**src/rtl/expr_result_pkg.sv**
```systemverilog
// Shared definitions for the packed expression result bus {y0..y17}.
// The 90-bit vector packs 18 fields MSB-first. The width pattern 4,5,6,4,5,6
// repeats three times. Within each group of six, the first three fields are
// unsigned and the last three are signed.
package expr_result_pkg;

    localparam int unsigned NUM_FIELDS = 18;
    localparam int unsigned PACKED_W   = 90;

    localparam int unsigned FIELD_W [NUM_FIELDS] = '{
        4, 5, 6, 4, 5, 6,
        4, 5, 6, 4, 5, 6,
        4, 5, 6, 4, 5, 6
    };

    // y0 occupies [89:86] and y17 occupies [5:0].
    localparam int unsigned FIELD_LSB [NUM_FIELDS] = '{
        86, 81, 75, 71, 66, 60,
        56, 51, 45, 41, 36, 30,
        26, 21, 15, 11,  6,  0
    };

    localparam bit FIELD_SIGNED [NUM_FIELDS] = '{
        1'b0, 1'b0, 1'b0, 1'b1, 1'b1, 1'b1,
        1'b0, 1'b0, 1'b0, 1'b1, 1'b1, 1'b1,
        1'b0, 1'b0, 1'b0, 1'b1, 1'b1, 1'b1
    };

    typedef enum logic {IDLE, SHIFT} state_t;

endpackage

```
**src/rtl/expr_field_extract.sv**
```systemverilog
// Combinational field selector for the packed expression result vector.
// Ports:
//   vec        in   PACKED_W  packed vector {y0..y17}
//   idx        in   5         field index 0..17 (other values produce zeros)
//   raw        out  6         field bits, zero-padded to 6 bits
//   ext        out  OUT_W     field extended per its signedness
//   is_signed  out  1         1 = selected field is signed
module expr_field_extract
    import expr_result_pkg::*;
#(
    parameter int unsigned OUT_W = 8
) (
    input  logic [PACKED_W-1:0] vec,
    input  logic [4:0]          idx,
    output logic [5:0]          raw,
    output logic [OUT_W-1:0]    ext,
    output logic                is_signed
);

    logic [5:0] mask;
    logic       neg;

    always_comb begin
        raw       = '0;
        mask      = '0;
        is_signed = 1'b0;
        neg       = 1'b0;
        for (int i = 0; i < NUM_FIELDS; i++) begin
            if (idx == 5'(i)) begin
                mask      = 6'b11_1111 >> (6 - FIELD_W[i]);
                raw       = 6'(vec >> FIELD_LSB[i]) & mask;
                is_signed = FIELD_SIGNED[i];
                // mask ^ (mask >> 1) isolates the field's top bit.
                neg       = FIELD_SIGNED[i] && ((raw & (mask ^ (mask >> 1))) != 6'd0);
            end
        end
        ext = neg ? (OUT_W'(raw) | ~OUT_W'(mask)) : OUT_W'(raw);
    end

endmodule

```
**src/rtl/expr_result_unpacker.sv**
```systemverilog
// Receive end of the 90-bit packed expression result bus.
// This module accepts one packed vector per handshake. It streams the 18
// fields out one per cycle, extended to OUT_W and tagged with the field index.
// It folds the raw fields into a rotate-xor signature.
// Ports:
//   clk, rst     clock, synchronous active-high reset
//   in_valid     packed vector valid
//   in_ready     unpacker can accept a vector
//   in_y         packed vector
//   out_valid    field valid
//   out_ready    downstream accepts field
//   out_idx      field index 0..17
//   out_data     extended field value
//   out_signed   field is signed
//   out_last     out_idx == 17
//   csum         signature of the last completed vector
//   csum_valid   one-cycle pulse when csum updates
module expr_result_unpacker
    import expr_result_pkg::*;
#(
    parameter int unsigned OUT_W  = 8,
    parameter int unsigned CSUM_W = 16
) (
    input  logic                clk,
    input  logic                rst,
    input  logic                in_valid,
    output logic                in_ready,
    input  logic [PACKED_W-1:0] in_y,
    output logic                out_valid,
    input  logic                out_ready,
    output logic [4:0]          out_idx,
    output logic [OUT_W-1:0]    out_data,
    output logic                out_signed,
    output logic                out_last,
    output logic [CSUM_W-1:0]   csum,
    output logic                csum_valid
);

    localparam logic [4:0] LAST_IDX = 5'(NUM_FIELDS - 1);

    state_t              state_q;
    logic [PACKED_W-1:0] vec_q;
    logic [4:0]          idx_q;
    logic [CSUM_W-1:0]   acc_q;
    logic [CSUM_W-1:0]   acc_d;
    logic [CSUM_W-1:0]   csum_q;
    logic                csum_valid_q;

    logic [5:0]          field_raw;
    logic [OUT_W-1:0]    field_ext;
    logic                field_signed;
    logic                out_hs;
    logic                in_hs;

    expr_field_extract #(
        .OUT_W (OUT_W)
    ) u_extract (
        .vec       (vec_q),
        .idx       (idx_q),
        .raw       (field_raw),
        .ext       (field_ext),
        .is_signed (field_signed)
    );

    always_comb begin
        out_valid  = (state_q == SHIFT);
        out_last   = out_valid && (idx_q == LAST_IDX);
        out_idx    = idx_q;
        out_data   = out_valid ? field_ext : '0;
        out_signed = out_valid && field_signed;
        // Accepting during the final field handshake avoids a bubble between vectors.
        in_ready   = (state_q == IDLE) || (out_last && out_ready);
        out_hs     = out_valid && out_ready;
        in_hs      = in_valid && in_ready;
        acc_d      = {acc_q[CSUM_W-2:0], acc_q[CSUM_W-1]} ^ CSUM_W'(field_raw);
    end

    always_ff @(posedge clk) begin
        if (rst) begin
            state_q      <= IDLE;
            vec_q        <= '0;
            idx_q        <= '0;
            acc_q        <= '0;
            csum_q       <= '0;
            csum_valid_q <= 1'b0;
        end else begin
            csum_valid_q <= 1'b0;
            if (out_hs) begin
                acc_q <= acc_d;
                if (idx_q == LAST_IDX) begin
                    csum_q       <= acc_d;
                    csum_valid_q <= 1'b1;
                    state_q      <= IDLE;
                    idx_q        <= '0;
                end else begin
                    idx_q <= idx_q + 5'd1;
                end
            end
            // A same-cycle accept overrides the return to IDLE.
            if (in_hs) begin
                vec_q   <= in_y;
                idx_q   <= '0;
                acc_q   <= '0;
                state_q <= SHIFT;
            end
        end
    end

    assign csum       = csum_q;
    assign csum_valid = csum_valid_q;

endmodule

```
**config.mk**
```make
export PLATFORM = sky130hd
export DESIGN_NAME = expr_result_unpacker
export DESIGN_NICKNAME = d
export VERILOG_FILES = /design/src/rtl/expr_result_pkg.sv /design/src/rtl/expr_field_extract.sv /design/src/rtl/expr_result_unpacker.sv
export SDC_FILE = /design/constraint.sdc
export NUM_CORES = 1
export LEC_CHECK = 0
export ABC_CLOCK_PERIOD_IN_PS = 3600
export BUFFER_PORTS_ARGS = -buffer_cell sky130_fd_sc_hd__buf_2
export CAP_MARGIN = 10
export CORE_ASPECT_RATIO = 2
export CORE_UTILIZATION = 40
export CTS_BUF_LIST = sky130_fd_sc_hd__clkbuf_2 sky130_fd_sc_hd__clkbuf_4 sky130_fd_sc_hd__clkbuf_8
export DETAILED_ROUTE_END_ITERATION = 10
export HOLD_SLACK_MARGIN = 0.05
export PLACE_DENSITY_LB_ADDON = 0.12
export SYNTH_ARGS = -nofsm -noshare
export SYNTH_HDL_FRONTEND = slang
export SYNTH_SLANG_ARGS = --single-unit
export TNS_END_PERCENT = 1
```
**constraint.sdc**
```tcl
create_clock -name clk -period 3.6 [get_ports clk]
set_input_delay 0.54 -clock clk [delete_from_list [all_inputs] [get_ports clk]]
set_output_delay 0.54 -clock clk [all_outputs]
set_load 0.05 [all_outputs]
```
---- Word level (Yosys, flattened, before mapping) ----
Index checks and enable logic that the tools add are counted.
operators by class
  equal/unequal tests ..................... 17
  reductions and logical operators ........ 13
  bitwise logic cells ..................... 5
  $add $sub $neg .......................... 1
  muxes and demuxes ....................... 73
operator list
  operator               number
  $mux W6                34
  $eq A5 B4 Y1 const B   8
  $mux W1                34
  $eq A5 B3 Y1 const B   4
  $mux W8                2
  $xor A16 B6 Y16        1
  $eq A5 B2 Y1 const B   2
  $eq A5 B5 Y1 const B   2
  $mux W4                2
  $not A6 Y8             1
  $or A6 B8 Y8           1
  $add A5 B1 Y5 const B  1
  $eq A5 B1 Y1 const B   1
  $logic_and A1 B1 Y1    5
  $logic_not A5 Y1       1
  $mux W5                1
  $reduce_and A2 Y1      2
  $reduce_bool A2 Y1     2
  $reduce_or A2 Y1       2
  $not A1 Y1             2
  $logic_or A1 B1 Y1     1
word-level totals
  logic and storage cells ................. 115
  input bits .............................. 94
  output and inout port bits .............. 34
  register bits ........................... 129

---- Logic depth before layout (Yosys ltp) ----
Gate-level depths: netlist (run 1).
  word-level depth ........................ 23
  mapped depth ............................ 13
  mapped depth without buffers ............ 10

---- Cells and area by module ----
From an unflattened synthesis (run 1), not the netlist that was laid out.
unflattened totals
  cell total of the unflattened synthesis .. 831
  area, all modules ....................... 7189.4 um^2
modules (own cells, without submodules)
  module                area each (um^2)  cells an instance  seq. area each (um^2)  instances
  expr_result_unpacker  5666.7            579                2582.5                 1
  expr_field_extract    1522.7            252                0.0                    1

---- Worst setup path after synthesis (run 1) ----
No wires, ideal clock.
  kind .................................... register -> output
  from .................................... register idx_q[0], in the netlist out_idx[0]
  to ...................................... output port out_data[7]
  required time ........................... 3060 ps
  path slack .............................. -779 ps
  arrival ................................. 3839 ps
  buffers on the path ..................... 5
  stages on the path, launching flop included .. 13
  cell sequence ........................... dfxtp_1 > ha_1 > buf_2 > buf_2 > clkbuf_1 > and3_1 > ha_1 > clkbuf_1 > a21oi_1 > o31ai_2 > o211ai_1 > a21oi_1 > buf_4
between the ends
  cells in the longest elaborated chain, start to end .. 18
  elaborated cells on any way between the ends .. 32
  classes of those cells .................. eq/ne (15); mux (17)
ends and longest elaborated chain
  item                    RTL line                    RTL
  from (decl)             expr_result_unpacker.sv:43  logic [4:0] idx_q;
  from (signal assigned)  expr_result_unpacker.sv:96  idx_q <= idx_q + 5'd1;
  $eq A5 B2 Y1            expr_field_extract.sv:29    if (idx == 5'(i)) begin
  $mux W1 (14 in a row)   expr_field_extract.sv:29
  $mux W1 *               expr_field_extract.sv:29
  $mux W8 *               expr_field_extract.sv:37    ext = neg ? (OUT_W'(raw) | ~OUT_W'(mask)) : OUT_W'(raw);
  $mux W8 *               expr_result_unpacker.sv:69  out_data = out_valid ? field_ext : '0;
  to (decl)               expr_result_unpacker.sv:32  output logic [OUT_W-1:0] out_data,
Mark *: on every way between the ends. The rest lies on a longest branch, timed or not.

---- Final worst setup path (run 1) ----
  from .................................... register idx_q[1], in the netlist out_idx[1]
  to ...................................... output port out_data[7]
The elaborated chain is that of the path after synthesis.

==> qor.txt, run 1 <==
syn_area_per_cell - 7.40 µm²
final WL - 21.4 mm
largest cells by area after synthesis - dfxtp_1, nand2_1, a21oi_1
top cells by count, synth - nand2_1, a21oi_1, dfxtp_1, clkbuf_1, nor2_1
hold_sp - in_y[75]
initial antenna violation count - 0
CTS H-Tree Depth - 4
TritonRoute pass-1 iters - 6
share of power burned in the clock network - 41.8%
setup_tns - 0 ns
count leader, synth - nand2_1
fin util - 51.5%
per-cell routed wire length - 18.0 µm
Pint - 2340 µW
Worst-Margin Slew - 0.955 ns
Hold Path End - vec_q[75]
placed instance count - 1145
leading area contributor after synthesis - dfxtp_1
Setup crit end kind - primary output
gr ovfl total - 0
Cell Area, Synth - 0.00633 mm²
Tot GR Track Use - 26.3%
CP Max Fanout - 14
FF-to-FF Start - out_idx[0]
reg2reg path depth - 10
Pwr Density - 400 mW/mm²
Pleak - 0.00313 µW
hold path cells - 3
slowest stage delay, CP - 0.42 ns
clk slew on worst S/H paths - 0.08 ns
Peak supply drop - 0.000327 V
via count - 6391
Final Critical Period - 3.49 ns
die footprint - 0.0164 mm²
Top cell by count, worst path - a21oi_4
delay-heaviest family, CP - compound AO/OA/AOI/OAI gates
root buffer cell - clkbuf_8
Setup WS post-layout - 0.113 ns
clk_lat worst skew - 0.44 ns
synth unique cells - 71
Longest Clk Path Bufs - 2
Cells after Synth - 856
Worst setup SP type - flop
pre-CTS WS - 0.300 ns
Slowest-stage cell, CP - or3_1
Antenna Cells - 0
NetSw - 826 µW
post-route insts no fill - 1185
top_reg_cell synth - dfxtp_1
Yosys warning total - 0
first-pass GRT wire length - 33.1 mm
layout cells sized above 1 - 25.2%
vias in the first global route - 6399
Max-Cap Viols - 0
EDFF count, synth - 0
global route hottest layer - met2
largest net degree at the start of global routing - 91
Avg Vias per Cell - 5.39
sequential power share - 48.4%
GR Layer Usage met2 - 52.0%
Seq/Total Area, Yosys - 40.8%
Fmax - 0.287 GHz
Initial Utilization - 41.2%
HP Class - primary input to flop
syn nets - 955
Yosys reg bits - 129
clock skew - 0.0131 ns
met3 usage - 4.36%
setup violators final - 0
CP cell instances - inv_4 -> ha_4 -> buf_12 -> and3b_2 -> a21oi_4 -> nor4_1 -> or3_1 -> o31ai_2 -> o211ai_1 -> a21oi_4 -> buf_6
dpl hpwl - 15.8 mm
Final #Nets - 1073
Async SR Flop Fraction - 0%
crit path DAT - 2.95 ns
fin. max-slew vios - 0
TritonCTS Buffers - 17
FF-to-FF setup slack - 0.61 ns
CTS sink count - 129
FF/Latch Area - 0.00259 mm²
number of nets with antenna violations after routing - 0
fin crit share - 96.9%
num rows - 64
I/O pins - 128
worst setup path class - flop to primary output
Gate power share - 9.9%
met1 Track Usage GR - 24.9%
CTS tree - done
switch share - 26.1%
Core Footprint - 0.0154 mm²
unrepaired setup endpoints after global routing - yes
drt first-iter violations - 264
FILL cells - 1632
Req. time, crit path - 3.06 ns
final RePlAce weighted congestion - 0.934
Port-buffer cells - 127
Multi-input gate area - 0.00355 mm²
outcome - complete, no violations
chip width - 91.0 µm
r2r endpoint - vec_q[25]
Hold Vio Cnt, Final - 0
Crit path buffers/inverters - 3
Die H - 180 µm
Remaining DRCs - 0
Area Overhead vs Synth - 24.9%
area share of the leading cell type in the synthesized netlist - 40.8%
worst rel slew slack - 36.4%
==> metrics by stage <==
stage	cell area, µm²	hold slack, ns	total power [µW]
6_report	7910	0.324	3160
2_1_floorplan	6360	0.431	1730
5_1_grt	7910	0.316	3300
3_5_place_dp	7230	0.447	1870
4_1_cts	7670	0.315	3190
3_3_place_gp	7230	0.439	1860
==> state kept, by name, indices dropped and copies added (netlist names) <==
register / cells
out_valid: 1
out_idx: 5
csum_valid: 1
acc_q: 16
csum: 16
vec_q: 90
==> power by group through the flow <==
stage          registers (µW)  logic, µW  clock network [µW]
2_1_floorplan            1550        184                   0
3_3_place_gp             1560        298                   0
3_5_place_dp             1570        300                   0
4_1_cts                  1530        302                1350
5_1_grt                  1540        349                1420
6_report                 1530        312                1320
==> cell usage in the layout, fill, tap and decap left out, drive strengths merged, types with 11 or more instances in the layout <==
| cell type | synthesis | routed |
|---|---|---|
| a21oi | 154 | 154 |
| buf | 25 | 169 |
| clkbuf | 46 | 21 |
| dfxtp | 129 | 129 |
| nand2 | 256 | 256 |
| nand3b | 15 | 15 |
| nor2 | 33 | 33 |
| nor2b | 11 | 11 |
| nor3 | 12 | 12 |
| o21ai | 20 | 20 |
==> layer usage <==
layer	wire length, µm	vias up
met5	0	-
met4	1020	0
met3	620	54
met2	12200	169
met1	7520	2987
li1	-	3181
==> logic make-up after synthesis <==
| kind of cell | Yosys count | share of synthesized area (%) |
|---|---|---|
| AOI/OAI and AO/OA | 242 | 22.5 |
| adders and majority gates | 5 | 0.988 |
| buffers and inverters | 80 | 5.79 |
| and+or+nand+nor | 394 | 29.0 |
| muxes | 3 | 0.553 |
| xor gates and xnor gates | 3 | 0.415 |
| DFF | 129 | 40.8 |
==> cell type report <==
| type | count | share of cell area (%) |
|---|---|---|
| well taps | 198 | 3.13 |
| clock buffers | 20 | 3.40 |
| inverters | 9 | 0.459 |
| repair buffers | 170 | 13.3 |
| multi-input cells | 647 | 44.9 |
| clock inverters | 12 | 1.99 |
| flip-flops and latches | 129 | 32.8 |
==> repair_timing <==
action,in CTS,in global routing
buffers inserted,0,7
resized for setup,5,41
cloned,0,1
pin swaps,0,8
setup endpoints to repair,8,8
hold buffers,0,0
==> how the worst max path moves through the flow <==
stage                     from           to  slack, ns  cells past startpoint
CTS                 out_idx[1]  out_data[5]      -0.06                     11
global placement    out_idx[0]  out_data[2]       0.35                      9
detailed placement  out_idx[0]  out_data[2]       0.30                      9
floorplan           out_idx[0]  out_data[7]      -0.06                     12
finish              out_idx[1]  out_data[7]       0.11                     11
global route        out_idx[1]  out_data[6]      -0.02                     11
==> worst register-to-register path: stages, from the launching register on <==
cell and delay, ns:
dfxtp_4 0.37, buf_12 0.13, ha_4 0.21, buf_12 0.18
and4bb_2 0.34, nand2_1 0.40, nand2_1 0.14, nand2_2 0.08
buf_4 0.65, nand2_1 0.24, a21oi_1 0.18
Note: power is estimated with default switching activity, not from simulation.
==> run 2: changes to the inputs <==
--- a/config.mk
+++ b/config.mk
@@ -12,8 +12,9 @@
 export CORE_UTILIZATION = 40
 export CTS_BUF_LIST = sky130_fd_sc_hd__clkbuf_2 sky130_fd_sc_hd__clkbuf_4 sky130_fd_sc_hd__clkbuf_8
 export DETAILED_ROUTE_END_ITERATION = 10
-export HOLD_SLACK_MARGIN = 0.05
 export PLACE_DENSITY_LB_ADDON = 0.12
+export REMOVE_ABC_BUFFERS = 1
+export SLEW_MARGIN = 10
 export SYNTH_ARGS = -nofsm -noshare
 export SYNTH_HDL_FRONTEND = slang
 export SYNTH_SLANG_ARGS = --single-unit
==> qor.txt, run 2 (synthesis gave the netlist of run 1 again) <==
Max-Cap Viols - 0
GR Layer Usage met2 - 44.8%
fin. max-slew vios - 0
met3 usage - 3.68%
CTS tree - done
layout cells sized above 1 - 24.4%
Core Footprint - 0.0154 mm²
HP Class - primary input to flop
Fmax - 0.286 GHz
Avg Vias per Cell - 5.41
met1 Track Usage GR - 25.2%
Setup crit end kind - primary output
per-cell routed wire length - 16.8 µm
I/O pins - 128
reg2reg path depth - 10
CTS sink count - 129
Pleak - 0.00307 µW
initial antenna violation count - 0
CTS H-Tree Depth - 4
Hold Vio Cnt, Final - 0
setup violators final - 0
Remaining DRCs - 0
TritonCTS Buffers - 17
Peak supply drop - 0.000246 V
worst setup path class - flop to primary output
Area Overhead vs Synth - 23.0%
vias in the first global route - 6148
drt first-iter violations - 330
clock skew - 0.0148 ns
hold path cells - 3
Antenna Cells - 0
CP Max Fanout - 15
fin crit share - 97.0%
# hold bufs at CTS - 0
setup_tns - 0 ns
largest net degree at the start of global routing - 91
root buffer cell - clkbuf_8
TritonRoute pass-1 iters - 5
worst rel slew slack - 39.1%
final WL - 19.8 mm
Biggest register - vec_q
Longest Clk Path Bufs - 2
Worst setup SP type - flop
Pwr Density - 400 mW/mm²
crit path DAT - 2.95 ns
Req. time, crit path - 3.06 ns
outcome - complete, no violations
final RePlAce weighted congestion - 0.920
most frequent cells in the layout - nand2_1, a21oi_1, dfxtp_1
via count - 6381
placed instance count - 1143
clk slew on worst S/H paths - 0.09 ns
number of nets with antenna violations after routing - 0
dpl hpwl - 14.5 mm
die footprint - 0.0164 mm²
Die H - 180 µm
commonest non-fill, non-tap cell in the layout - nand2_1
Final Critical Period - 3.49 ns
Final #Nets - 1068
Tot GR Track Use - 24.2%
Port-buffer cells - 127
clk_lat worst skew - 0.44 ns
chip width - 91.0 µm
Initial Utilization - 41.2%
global route hottest layer - met2
num rows - 64
max reg flops - 90
first-pass GRT wire length - 31.0 mm
post-route insts no fill - 1180
gr ovfl total - 0
Worst-Margin Slew - 0.913 ns
## run 2: worst max-delay path, cell delays in order, from the launching register on
cell	delay (ns)
dfxtp_4	0.39
inv_2	0.11
ha_4	0.20
buf_12	0.16
a21oi_1	0.09
nor2_2	0.21
nor4_1	0.08
or3_1	0.45
o31ai_2	0.24
o211ai_1	0.15
a21oi_2	0.20
buf_4	0.22
## run 2: final timing paths
path,startpoint,to,slack [ns]
max,out_idx[0],out_data[6],0.11
min,in_y[31],vec_q[31],0.33
max reg2reg,out_idx[1],vec_q[40],0.73
min reg2reg,csum[14],csum[14],0.46
## run 2: area by class of cell
cell class                      instances  area [µm²]
Multi-Input combinational cell        647        3500
Timing Repair Buffer                  165        1000
Inverter                                9        37.5
Fill cell                            1630        7590
Tap cell                              198         248
Sequential cell                       129        2590
Clock inverter                         15         171
Clock buffer                           17         234
## run 2: power breakdown
| part | internal, µW | switching, µW | total, µW |
|---|---|---|---|
| sequential | 1490 | 44.3 | 1530 |
| combinational | 116 | 182 | 298 |
| clock | 637 | 650 | 1290 |
| total | 2240 | 876 | 3110 |
## run 2: metal layers
metal | vias to the layer above | routed length (µm)
met1 | 2959 | 7440
met3 | 59 | 662
met4 | 0 | 1050
met2 | 184 | 10600
met5 | - | 0
li1 | 3179 | -
## run 2: metrics by stage
stage / hold WS, ns / utilization (%) / power (µW) / instance area [µm²] / setup slack, ns
after floorplan: 0.425 / - / 1710 / 6000 / -4.99
after detailed placement: 0.447 / 46.7 / 1860 / 7180 / 0.286
final: 0.326 / 50.6 / 3110 / 7790 / 0.109
after global routing: 0.319 / 50.6 / 3240 / 7790 / -0.0365
after CTS: 0.299 / 49.8 / 3140 / 7650 / -0.0124
after global placement: 0.440 / 46.7 / 1850 / 7180 / 0.342
## run 2: repair_timing
action	CTS	global route
setup endpoints to repair	7	7
pin swaps	1	4
buffers inserted	2	2
hold endpoints to repair	0	0
cloned	0	1
resized for setup	16	20
==> run 3: changes to the inputs <==
--- a/config.mk
+++ b/config.mk
@@ -8,6 +8,8 @@
 export ABC_CLOCK_PERIOD_IN_PS = 3600
 export BUFFER_PORTS_ARGS = -buffer_cell sky130_fd_sc_hd__buf_2
 export CAP_MARGIN = 10
+export CELL_PAD_IN_SITES_DETAIL_PLACEMENT = 1
+export CELL_PAD_IN_SITES_GLOBAL_PLACEMENT = 1
 export CORE_ASPECT_RATIO = 2
 export CORE_UTILIZATION = 40
 export CTS_BUF_LIST = sky130_fd_sc_hd__clkbuf_2 sky130_fd_sc_hd__clkbuf_4 sky130_fd_sc_hd__clkbuf_8
==> qor.txt, run 3 (synthesis gave the netlist of run 1 again) <==
CP Max Fanout - 10
number of nets with antenna violations after routing - 0
CP cell instances - inv_1 -> ha_4 -> and4bb_4 -> mux2_4 -> a22oi_2 -> a2111oi_2 -> a2111o_1 -> and2_1 -> buf_4
via count - 6524
placed instance count - 1148
worst rel slew slack - 38.3%
Final Critical Period - 3.46 ns
Final #Nets - 1071
share of power burned in the clock network - 43.7%
Peak supply drop - 0.000268 V
Crit path buffers/inverters - 2
final WL - 22.4 mm
CTS H-Tree Depth - 4
Tot GR Track Use - 27.8%
Worst-Margin Slew - 0.926 ns
commonest non-fill, non-tap cell in the layout - nand2_1
Fmax - 0.289 GHz
Slowest-stage cell, CP - a2111o_1
pre-CTS WS - 0.116 ns
Hold Vio Cnt, Final - 0
Pwr Density - 415 mW/mm²
max reg flops - 90
root buffer cell - clkbuf_8
Avg Vias per Cell - 5.51
clk slew on worst S/H paths - 0.08 ns
vias in the first global route - 6810
HP Class - primary input to flop
Antenna Cells - 0
Port-buffer cells - 127
TritonCTS Buffers - 17
clock skew - 0.0101 ns
Area Overhead vs Synth - 24.0%
post-route insts no fill - 1183
delay-heaviest family, CP - compound AO/OA/AOI/OAI gates
fin. max-slew vios - 0
switch share - 25.6%
most frequent cells in the layout - nand2_1, a21oi_1, dfxtp_1
fin util - 51.1%
final RePlAce weighted congestion - 0.944
Req. time, crit path - 3.06 ns
Worst setup SP type - flop
first-pass GRT wire length - 35.5 mm
# hold bufs at CTS - 0
Initial Utilization - 41.2%
sequential power share - 47.0%
Max-Cap Viols - 0
setup violators final - 0
layout cells sized above 1 - 25.0%
CTS tree - done
Setup crit end kind - primary output
worst setup path class - flop to primary output
TritonRoute pass-1 iters - 4
I/O pins - 128
Setup WS post-layout - 0.135 ns
Pleak - 0.00310 µW
Core Footprint - 0.0154 mm²
Gate power share - 9.3%
Remaining DRCs - 0
outcome - complete, no violations
Biggest register - vec_q
largest net degree at the start of global routing - 91
fin crit share - 96.2%
per-cell routed wire length - 18.9 µm
Pint - 2420 µW
gr ovfl total - 0
num rows - 64
NetSw - 835 µW
dpl hpwl - 17.0 mm
die footprint - 0.0164 mm²
drt first-iter violations - 208
slowest stage delay, CP - 0.43 ns
chip width - 91.0 µm
crit path DAT - 2.92 ns
Die H - 180 µm
Longest Clk Path Bufs - 2
FILL cells - 1997
initial antenna violation count - 0
CTS sink count - 129
clk_lat worst skew - 0.44 ns
[run 3: changes by cell type in the layout (fill, tap and decap cells not counted), moves of 3 or more]
cell	previous run	this run
clkbuf_8	17	20
buf_12	4	1
buf_4	38	43
inv_6	6	2
[run 3: tightest hold or removal path: cells and delay by family]
family	cells	cell delay (ns)
buffers and inverters	1	0.09
AOI/OAI and AO/OA	1	0.05
and+or+nand+nor	1	0.04
[run 3: final timing paths]
path         startpoint  slack, ns           to  cells after the start
max reg2reg  out_idx[1]       0.73     acc_q[2]                     10
min             in_y[5]       0.33     vec_q[5]                      3
min reg2reg   vec_q[52]       0.45    vec_q[52]                      2
max          out_idx[1]       0.14  out_data[2]                      9
[run 3: cell type report]
| type | instances | area [µm²] | area share, % |
|---|---|---|---|
| Inverter | 9 | 33.8 | 0.430 |
| Multi-Input combinational cell | 647 | 3540 | 45.1 |
| Tap cell | 198 | 248 | 3.15 |
| Clock inverter | 11 | 175 | 2.23 |
| Sequential cell | 129 | 2590 | 33.0 |
| Clock buffer | 21 | 283 | 3.60 |
| Timing Repair Buffer | 168 | 981 | 12.5 |
[run 3: power by group through the flow]
stage	combinational, µW	clock (µW)	sequential (µW)
floorplan	167	0	1550
global placement	288	0	1560
detailed placement	300	0	1560
CTS	304	1460	1530
global route	339	1510	1540
finish	305	1420	1530
[run 3: routing by layer]
| layer | GRT usage [%] | routed length, µm | up-vias |
|---|---|---|---|
| met2 | 54.8 | 12800 | 153 |
| met4 | 13.5 | 775 | 0 |
| li1 | - | - | 3173 |
| met3 | 4.06 | 587 | 49 |
| met1 | 27.3 | 8240 | 3149 |
| met5 | 0 | 0 | - |
[run 3: timing repair]
item,in CTS,in global routing
cloned,0,0
endpoints found under the setup margin,8,7
hold endpoints to repair,0,0
buffers inserted,0,3
resized for setup,26,18
pin swaps,1,7
[run 3: stage by stage]
stage	hold WS [ns]	setup TNS, ns	total power (µW)	cell area, µm²
floorplan	0.425	-462.83	1710	6000
CTS	0.294	0	3290	7750
global placement	0.442	0	1850	7200
detailed placement	0.446	0	1860	7200
finish	0.328	0	3260	7850
global route	0.315	-0.00319	3390	7850
